==> src/rtl/life_pkg.sv <==
// life_pkg: shared constants, FSM states and helpers for the 8x8 Life engine
package life_pkg;
  localparam int c_DIM = 8;
  localparam int c_ROW_W = 3;
  localparam logic [63:0] c_LFSR_TAPS = 64'hD800_0000_0000_0000;
  typedef enum logic [1:0] {IDLE, CALC, COMMIT} state_t;
  function automatic logic [5:0] bit_index(input logic [c_ROW_W-1:0] r, input logic [c_ROW_W-1:0] c);
    return {r, c};
  endfunction
endpackage

==> src/rtl/life_row_calc.sv <==
// life_row_calc: next-generation row from three adjacent rows with column wrap
module life_row_calc
  import life_pkg::*;
(
  input  logic [c_DIM-1:0] above,
  input  logic [c_DIM-1:0] cur,
  input  logic [c_DIM-1:0] below,
  output logic [c_DIM-1:0] next_row
);
  for (genvar c = 0; c < c_DIM; c++) begin : g_col
    localparam int L = (c + c_DIM - 1) % c_DIM;
    localparam int R = (c + 1) % c_DIM;
    logic [3:0] n;
    assign n = 4'(above[L]) + 4'(above[c]) + 4'(above[R]) + 4'(cur[L]) + 4'(cur[R])
             + 4'(below[L]) + 4'(below[c]) + 4'(below[R]);
    assign next_row[c] = (n == 4'd3) || (n == 4'd2 && cur[c]);
  end
endmodule

==> src/rtl/life_8x8_engine.sv <==
// life_8x8_engine: toroidal 8x8 Life stepper, one row per clock into a shadow frame; LIFE_AUTO_RESEED_EN reseeds dead/stagnant frames from an LFSR
module life_8x8_engine
  import life_pkg::*;
#(
  parameter int c_CNT_W = 16
) (
  input  logic                   i_CLK,
  input  logic                   i_RST,
  input  logic                   i_Step,
  input  logic                   i_Seed_DV,
  input  logic [c_DIM*c_DIM-1:0] i_Seed_Data,
  output logic [c_DIM*c_DIM-1:0] o_Frame,
  output logic                   o_Busy,
  output logic                   o_Gen_Done,
  output logic                   o_Stable,
  output logic                   o_Empty,
  output logic [c_CNT_W-1:0]     o_Gen_Count,
  output logic                   o_Reseeded
);
  state_t state_q, state_d;
  logic [c_ROW_W-1:0] row_q;
  logic [c_DIM*c_DIM-1:0] shadow, commit_frame;
  logic [c_DIM-1:0] above, cur, below, next_row;
  logic calc, commit, reseed;
  assign calc = state_q == CALC;
  assign commit = state_q == COMMIT;
  assign above = o_Frame[bit_index(row_q - 3'd1, 3'd0) +: c_DIM];
  assign cur = o_Frame[bit_index(row_q, 3'd0) +: c_DIM];
  assign below = o_Frame[bit_index(row_q + 3'd1, 3'd0) +: c_DIM];
  assign o_Busy = state_q != IDLE;
  assign o_Empty = o_Frame == '0;
  life_row_calc u_row (.above(above), .cur(cur), .below(below), .next_row(next_row));
`ifdef LIFE_AUTO_RESEED_EN
  logic [63:0] lfsr;
  assign reseed = shadow == '0 || shadow == o_Frame;
  assign commit_frame = reseed ? lfsr : shadow;
  always_ff @(posedge i_CLK) begin
    if (i_RST) begin
      lfsr <= 64'h1;
      o_Reseeded <= 1'b0;
    end else begin
      lfsr <= {1'b0, lfsr[63:1]} ^ (lfsr[0] ? c_LFSR_TAPS : '0);
      o_Reseeded <= commit && reseed && !i_Seed_DV;
    end
  end
`else
  assign reseed = 1'b0;
  assign commit_frame = shadow;
  assign o_Reseeded = 1'b0;
`endif
  always_comb begin
    state_d = state_q;
    state_d = i_Seed_DV ? IDLE
            : state_q == IDLE ? (i_Step ? CALC : IDLE)
            : calc ? (row_q == 3'd7 ? COMMIT : CALC)
            : IDLE;
  end
  always_ff @(posedge i_CLK) begin
    if (i_RST) begin
      state_q <= IDLE;
      row_q <= '0;
      shadow <= '0;
      o_Frame <= '0;
      o_Stable <= 1'b0;
      o_Gen_Count <= '0;
      o_Gen_Done <= 1'b0;
    end else begin
      state_q <= state_d;
      row_q <= (calc && !i_Seed_DV) ? row_q + 3'd1 : '0;
      o_Gen_Done <= commit && !i_Seed_DV;
      if (i_Seed_DV) begin
        o_Frame <= i_Seed_Data;
        shadow <= '0;
        o_Stable <= 1'b0;
        o_Gen_Count <= '0;
      end else if (calc) begin
        shadow[bit_index(row_q, 3'd0) +: c_DIM] <= next_row;
      end else if (commit) begin
        o_Frame <= commit_frame;
        o_Stable <= !reseed && shadow == o_Frame;
        o_Gen_Count <= reseed ? '0 : (&o_Gen_Count) ? o_Gen_Count : o_Gen_Count + 1'b1;
      end
    end
  end
endmodule

==> config.mk <==
export PLATFORM = sky130hd
export DESIGN_NAME = life_8x8_engine
export DESIGN_NICKNAME = d
export VERILOG_FILES = /design/src/rtl/life_pkg.sv /design/src/rtl/life_row_calc.sv /design/src/rtl/life_8x8_engine.sv
export SDC_FILE = /design/constraint.sdc
export NUM_CORES = 1
export LEC_CHECK = 0
export BUFFER_PORTS_ARGS = -buffer_cell sky130_fd_sc_hd__buf_4
export CORE_MARGIN = 3
export CORE_UTILIZATION = 25
export CTS_CLUSTER_SIZE = 28
export DETAILED_ROUTE_END_ITERATION = 10
export SYNTH_ARGS = -nofsm -noshare
export SYNTH_HDL_FRONTEND = slang
export SYNTH_SLANG_ARGS = --single-unit
==> constraint.sdc <==
create_clock -name i_CLK -period 12.2 [get_ports i_CLK]
set_input_delay 1.22 -clock i_CLK [delete_from_list [all_inputs] [get_ports i_CLK]]
set_output_delay 1.22 -clock i_CLK [all_outputs]
set_load 0.01 [all_outputs]
Word level (Yosys, flattened, before mapping):

Index checks and enable logic that the tools add are counted.

* output and inout port bits: 85
* register bits after elaboration: 151
* bits of input ports: 68
* word-level logic and storage cells: 133

* mux-type cells: 8
* reductions and logical operators: 29
* eq/ne operators: 21
* shift-type cells: 5
* add/subtract/negate cells: 60
* bitwise operators: 3

Operator list (number)
* $add A4 B1 Y4: 48
* $mux W64: 3
* $shiftx A64 B7 Y8: 3
* $bwmux W64: 1
* $eq A4 B2 Y1 const B: 16
* $eq A64 B64 Y1: 1
* $logic_not A64 Y1: 1
* $shift A8 B8 Y64 const A: 1
* $shiftx A8 B8 Y64: 1
* $add A1 B1 Y2: 8
* $add A16 B1 Y16 const B: 1
* $reduce_and A16 Y1: 1
* $logic_and A1 B1 Y1: 10
* $logic_or A1 B1 Y1: 8
* $neg A6 Y8: 1
* $mux W2: 3
* $reduce_and A2 Y1: 2
* $reduce_bool A2 Y1: 2
* $reduce_or A2 Y1: 2
* $add A3 B1 Y3 const B: 1
* $eq A3 B3 Y1 const B: 1
* $not A1 Y1: 3
* $reduce_and A3 Y1: 1
* $sub A3 B1 Y3 const B: 1
* other kinds (6): 6

Depth between registers and ports, before layout:

* depth in word-level cells: 14
* gate-level depth with buffers: 23
* gate-level depth less buffers: 18

Modules after synthesis:

A second synthesis with hierarchy kept.

* cells, all modules: 1207
* area total of the unflattened synthesis: 9880.7 µm²

By module, submodules not included
* life_8x8_engine: sequential area each 3022.9 µm², cells each 1061, times used 1, area an instance 8541.9 µm²
* life_row_calc: sequential area each 0.0 µm², cells each 146, times used 1, area an instance 1338.8 µm²

Worst setup path before layout:

Ideal clock, no wire load.

* path kind: register to register
* start: register row_q[0]
* end: register shadow[1] (netlist: commit_frame[1])
* stages on the path, launching flop included: 23
* setup time: 0.065 ns
* path buffers: 5
* data required time: 12.135 ns
* setup slack: 6.869 ns
* clock period less this slack: 5.331 ns
* arrival: 5.266 ns
* cell sequence: dfxtp_1 -> buf_6 -> buf_8 -> buf_6 -> inv_1 -> ha_1 -> ha_1 -> clkbuf_1 -> clkbuf_1 -> mux4_2 -> ha_1 -> inv_1 -> fa_1 -> inv_1 -> fa_1 -> fa_1 -> inv_1 -> fa_1 -> a211oi_1 -> mux2i_1 -> a211oi_2 -> mux2i_1 -> nor2_1

* cells in the longest elaborated chain, start to end: 14
* elaborated cells on any way between the ends: 97
* those cells by class: add/sub (59); eq/ne (16); shift (5); mux (1); reduce/logical (16)

Ends and longest elaborated chain
* start, declared: RTL line life_8x8_engine.sv:21 `logic [c_ROW_W-1:0] row_q;`
* start signal, assigned: RTL line life_8x8_engine.sv:69 `row_q <= (calc && !i_Seed_DV) ? row_q + 3'd1 : '0;`
* $sub A3 B1 Y3: RTL line life_8x8_engine.sv:27 `assign above = o_Frame[bit_index(row_q - 3'd1, 3'd0) +: c_DIM];`
* $shiftx A64 B7 Y8: RTL line life_8x8_engine.sv:27
* $add A1 B1 Y2: RTL line life_row_calc.sv:14 `assign n = 4'(above[L]) + 4'(above[c]) + 4'(above[R]) + 4'(cur[L]) + 4'(cur[R])`
* $add A4 B1 Y4 (3 in a row): RTL line life_row_calc.sv:14
* $add A4 B1 Y4 (3 in a row): RTL line life_row_calc.sv:15 `+ 4'(below[L]) + 4'(below[c]) + 4'(below[R]);`
* $eq A4 B2 Y1: RTL line life_row_calc.sv:16 `assign next_row[c] = (n == 4'd3) || (n == 4'd2 && cur[c]);`
* $logic_and A1 B1 Y1: RTL line life_row_calc.sv:16
* $logic_or A1 B1 Y1: RTL line life_row_calc.sv:16
* $shiftx A8 B8 Y64: RTL line life_8x8_engine.sv:77 `shadow[bit_index(row_q, 3'd0) +: c_DIM] <= next_row;`
* $bwmux W64 (*): RTL line life_8x8_engine.sv:77
* end signal, assigned by index: RTL line life_8x8_engine.sv:77
* end, declared: RTL line life_8x8_engine.sv:22 `logic [c_DIM*c_DIM-1:0] shadow, commit_frame;`

Every way passes the cells marked *; elsewhere a longest branch is shown, timed or not.
A chain may end at the register's enable or synchronous reset.

Worst setup path after layout:

Same ends and word-level chain as after synthesis.

==> flow_summary.ini <==
[outcome]
status = completed

[finish]
final_core_util = 0.312
syn_to_final_growth_pct = 21.6
fin_nets = 1360
drive_gt1_frac = 0.197
num_antenna_cells = 0
fin_cells = 1752

[placement]
portBuffers = 151
dp_hpwl_um = 28800
dp_cells = 1720
gp_congestion = 0.940

[synthesis]
syn_nets = 1240
synthFlopType = dfxtp_1
synth_area_mm2 = 0.00975
ys_ff_latch = 151
netlist_instances = 1108
synth_area_leaders = dfxtp_1 (31%), a21oi_1 (7.1%), fa_1 (6.6%), nand2_1 (5.9%), mux4_2 (5.5%)
yosysSeqAreaShare = 0.310
synth_edf_count = 0
synth_top_cell_area_share = 0.310
ys_warn_count = 0
ys_async_sr_fraction = 0
ys_types = 60
avgSynthCellArea_um2 = 8.80
yosys.area.top_type = dfxtp_1

[drt]
drt_iter0_drc = 738
ant_nets = 0
vias_per_cell = 5.08
wl_per_cell_um = 21.4
drt_drc_violations_left = 0
vias = 8900
dr.pass1.iters = 5
drt-total-wl_um = 37500

[clock_network]
cts_buffers = 17
clock_path_buffers = 2
htreeDepth = 4
path_clk_slew_ps = 60
clock_latency_ps = 440
cts.sinks = 151
postCtsSetupBuffers = 0
post_cts_resized = 0
cts-hold-fix-buffers = 0
cts_tree = done
cts-root-buf = clkbuf_16

[global_routing]
track_usage = 0.178
grt_pass1_vias = 8825
overflow = 0
grt_pass1_wl_um = 56000
antenna_found_initial = 0
grt_max_degree = 91

[floorplanning]
rows = 71
core_area_mm2 = 0.0380
die_h_um = 203
start_util = 0.256
die_area_mm2 = 0.0414
num_io_pins = 153
die_x_um = 203

[timing]
worst_slew_pin_slew_ps = 1030
fin_tns_setup_ps = 0
hold_viol = 0
finClkSkew_ps = 20.4
max_freq_mhz = 156
period_share = 0.525
setup_violations = 0
slew_viol_final = 0
period_minus_slack_ps = 6410
rsz0062_at_grt = false
timing.slew.headroom = 0.311

[setup_path]
crit_path_end_kind = register
worstPathArrival_ps = 6770
cp_max_fo = 61
critPathRequiredTime_ps = 12560
path_cells = buf_4 -> inv_1 -> ha_1 -> buf_4 -> mux4_2 -> ha_1 -> inv_1 -> fa_1 -> inv_1 -> fa_1 -> fa_1 -> inv_1 -> fa_1 -> a211oi_1 -> mux2i_1 -> a211oi_2 -> mux2i_1 -> nor2_1
worstSetupPathType = register to register
critPathSlowestCell = a211oi_2
r2r_slack_ps = 5790
max_stage_delay_ps = 820
cp-start-kind = register

[power]
irDropWorstVdd_v = 0.0000741
p_per_area_mw_per_mm2 = 113
leakage_nw = 4.69

[flow_run]
maxCapViolations = 0

[hold_path]
min-delay-path-class = register to register
cell usage after synthesis (3+ instances only):
cell type / n
a211oi_1: 3
a21boi_0: 3
a21oi_1: 138
a221oi_4: 5
a22o_1: 50
buf_1: 10
buf_2: 5
buf_4: 4
clkbuf_1: 34
dfxtp_1: 151
fa_1: 32
ha_1: 32
inv_1: 99
mux2_2: 8
mux2i_1: 37
mux2i_2: 5
mux4_1: 9
mux4_2: 24
nand2_1: 153
nand2b_1: 7
nand3_1: 15
nand4_1: 21
nor2_1: 97
nor2b_1: 9
nor3_1: 10
nor4_1: 25
o211ai_1: 3
o21a_1: 5
o21ai_0: 3
o21ai_1: 9
o22ai_1: 6
o2bb2ai_1: 3
xnor2_1: 47
xor2_1: 10
critical path: cells and delay by family (launching register included):
kind	cells	cell delay (ps)
adder cells (fa/ha/maj)	6	2570
buffers and inverters	6	1460
AO/OA/AOI/OAI	2	990
multiplexers	3	860
flip-flops	1	320
AND/OR/NAND/NOR	1	130
flip-flops by register name, summed over array words and instances, names as in the netlist:
signal and flops:
o_Gen_Count 16, o_Frame 64, state_q 2, row_q 3, o_Stable 1, commit_frame 64, o_Gen_Done 1
final timing paths:
kind                 endpoint  depth (start not counted)             start
max reg2reg   commit_frame[1]                         18          row_q[0]
min          commit_frame[24]                          2  commit_frame[24]
max           commit_frame[1]                         18          row_q[0]
min reg2reg  commit_frame[24]                          2  commit_frame[24]
cell type report:
type,instances,area [um^2]
fillers,4088,26200
clock buffers,19,433
flip-flops and latches,151,3020
multi-input cells,800,6100
well taps,511,639
repair buffers,157,1180
clock inverters,13,98.8
inverters,101,379
routing by layer:
metal | GRT usage | routed length [um] | vias up
li1 | - | - | 4101
met1 | 0.238 | 16800 | 4401
met2 | 0.289 | 17200 | 318
met3 | 0.0262 | 1850 | 80
met4 | 0.0757 | 1590 | 0
met5 | 0 | 0 | -
cell usage in the layout, fill, tap and decap left out, types with 4 or more instances in the layout:
cell       Yosys  layout
ha_1          32      32
nand3_1       15      15
mux2i_1       37      37
o22ai_1        6       6
a22o_1        50      50
nand2b_1       7       6
mux2i_2        5       5
dfxtp_1      151     150
o21a_1         5       5
fa_1          32      32
mux4_1         9       9
inv_6          0       4
clkbuf_16      0      17
a221oi_4       5       5
nand2_1      153     153
nor3_1        10      10
a21oi_1      138     138
buf_4          4     157
xor2_1        10      10
nor2_1        97      97
mux4_2        24      24
inv_1         99      99
mux2_2         8       8
nor2b_1        9       8
xnor2_1       47      47
nor4_1        25      25
nand4_1       21      21
o21ai_1        9       9
where the power goes:
part | total, mW | switching, mW | internal [mW]
logic | 0.301 | 0.183 | 0.119
registers | 0.543 | 0.0373 | 0.505
clock network | 0.492 | 0.230 | 0.262
total | 1.34 | 0.450 | 0.886
per-stage QoR:
| stage | hold slack, ps | worst slack [ps] | total power, mW | instance area [um^2] |
|---|---|---|---|---|
| global route | 512 | 5420 | 1.39 | 11900 |
| global placement | 461 | 6060 | 0.846 | 11300 |
| CTS | 489 | 5860 | 1.34 | 11900 |
| finish | 485 | 5790 | 1.34 | 11900 |
| floorplan | 443 | 6870 | 0.722 | 9750 |
| detailed placement | 481 | 5870 | 0.853 | 11300 |
logic make-up after synthesis:
| kind of cell | synth area share |
|---|---|
| other | 0.000385 |
| muxes | 0.136 |
| adders and majority gates | 0.107 |
| and+or+nand+nor | 0.165 |
| AOI/OAI and AO/OA | 0.165 |
| xor gates and xnor gates | 0.0512 |
| DFF | 0.310 |
| buffers and inverters | 0.0653 |
(Power assumes the default switching activity.)
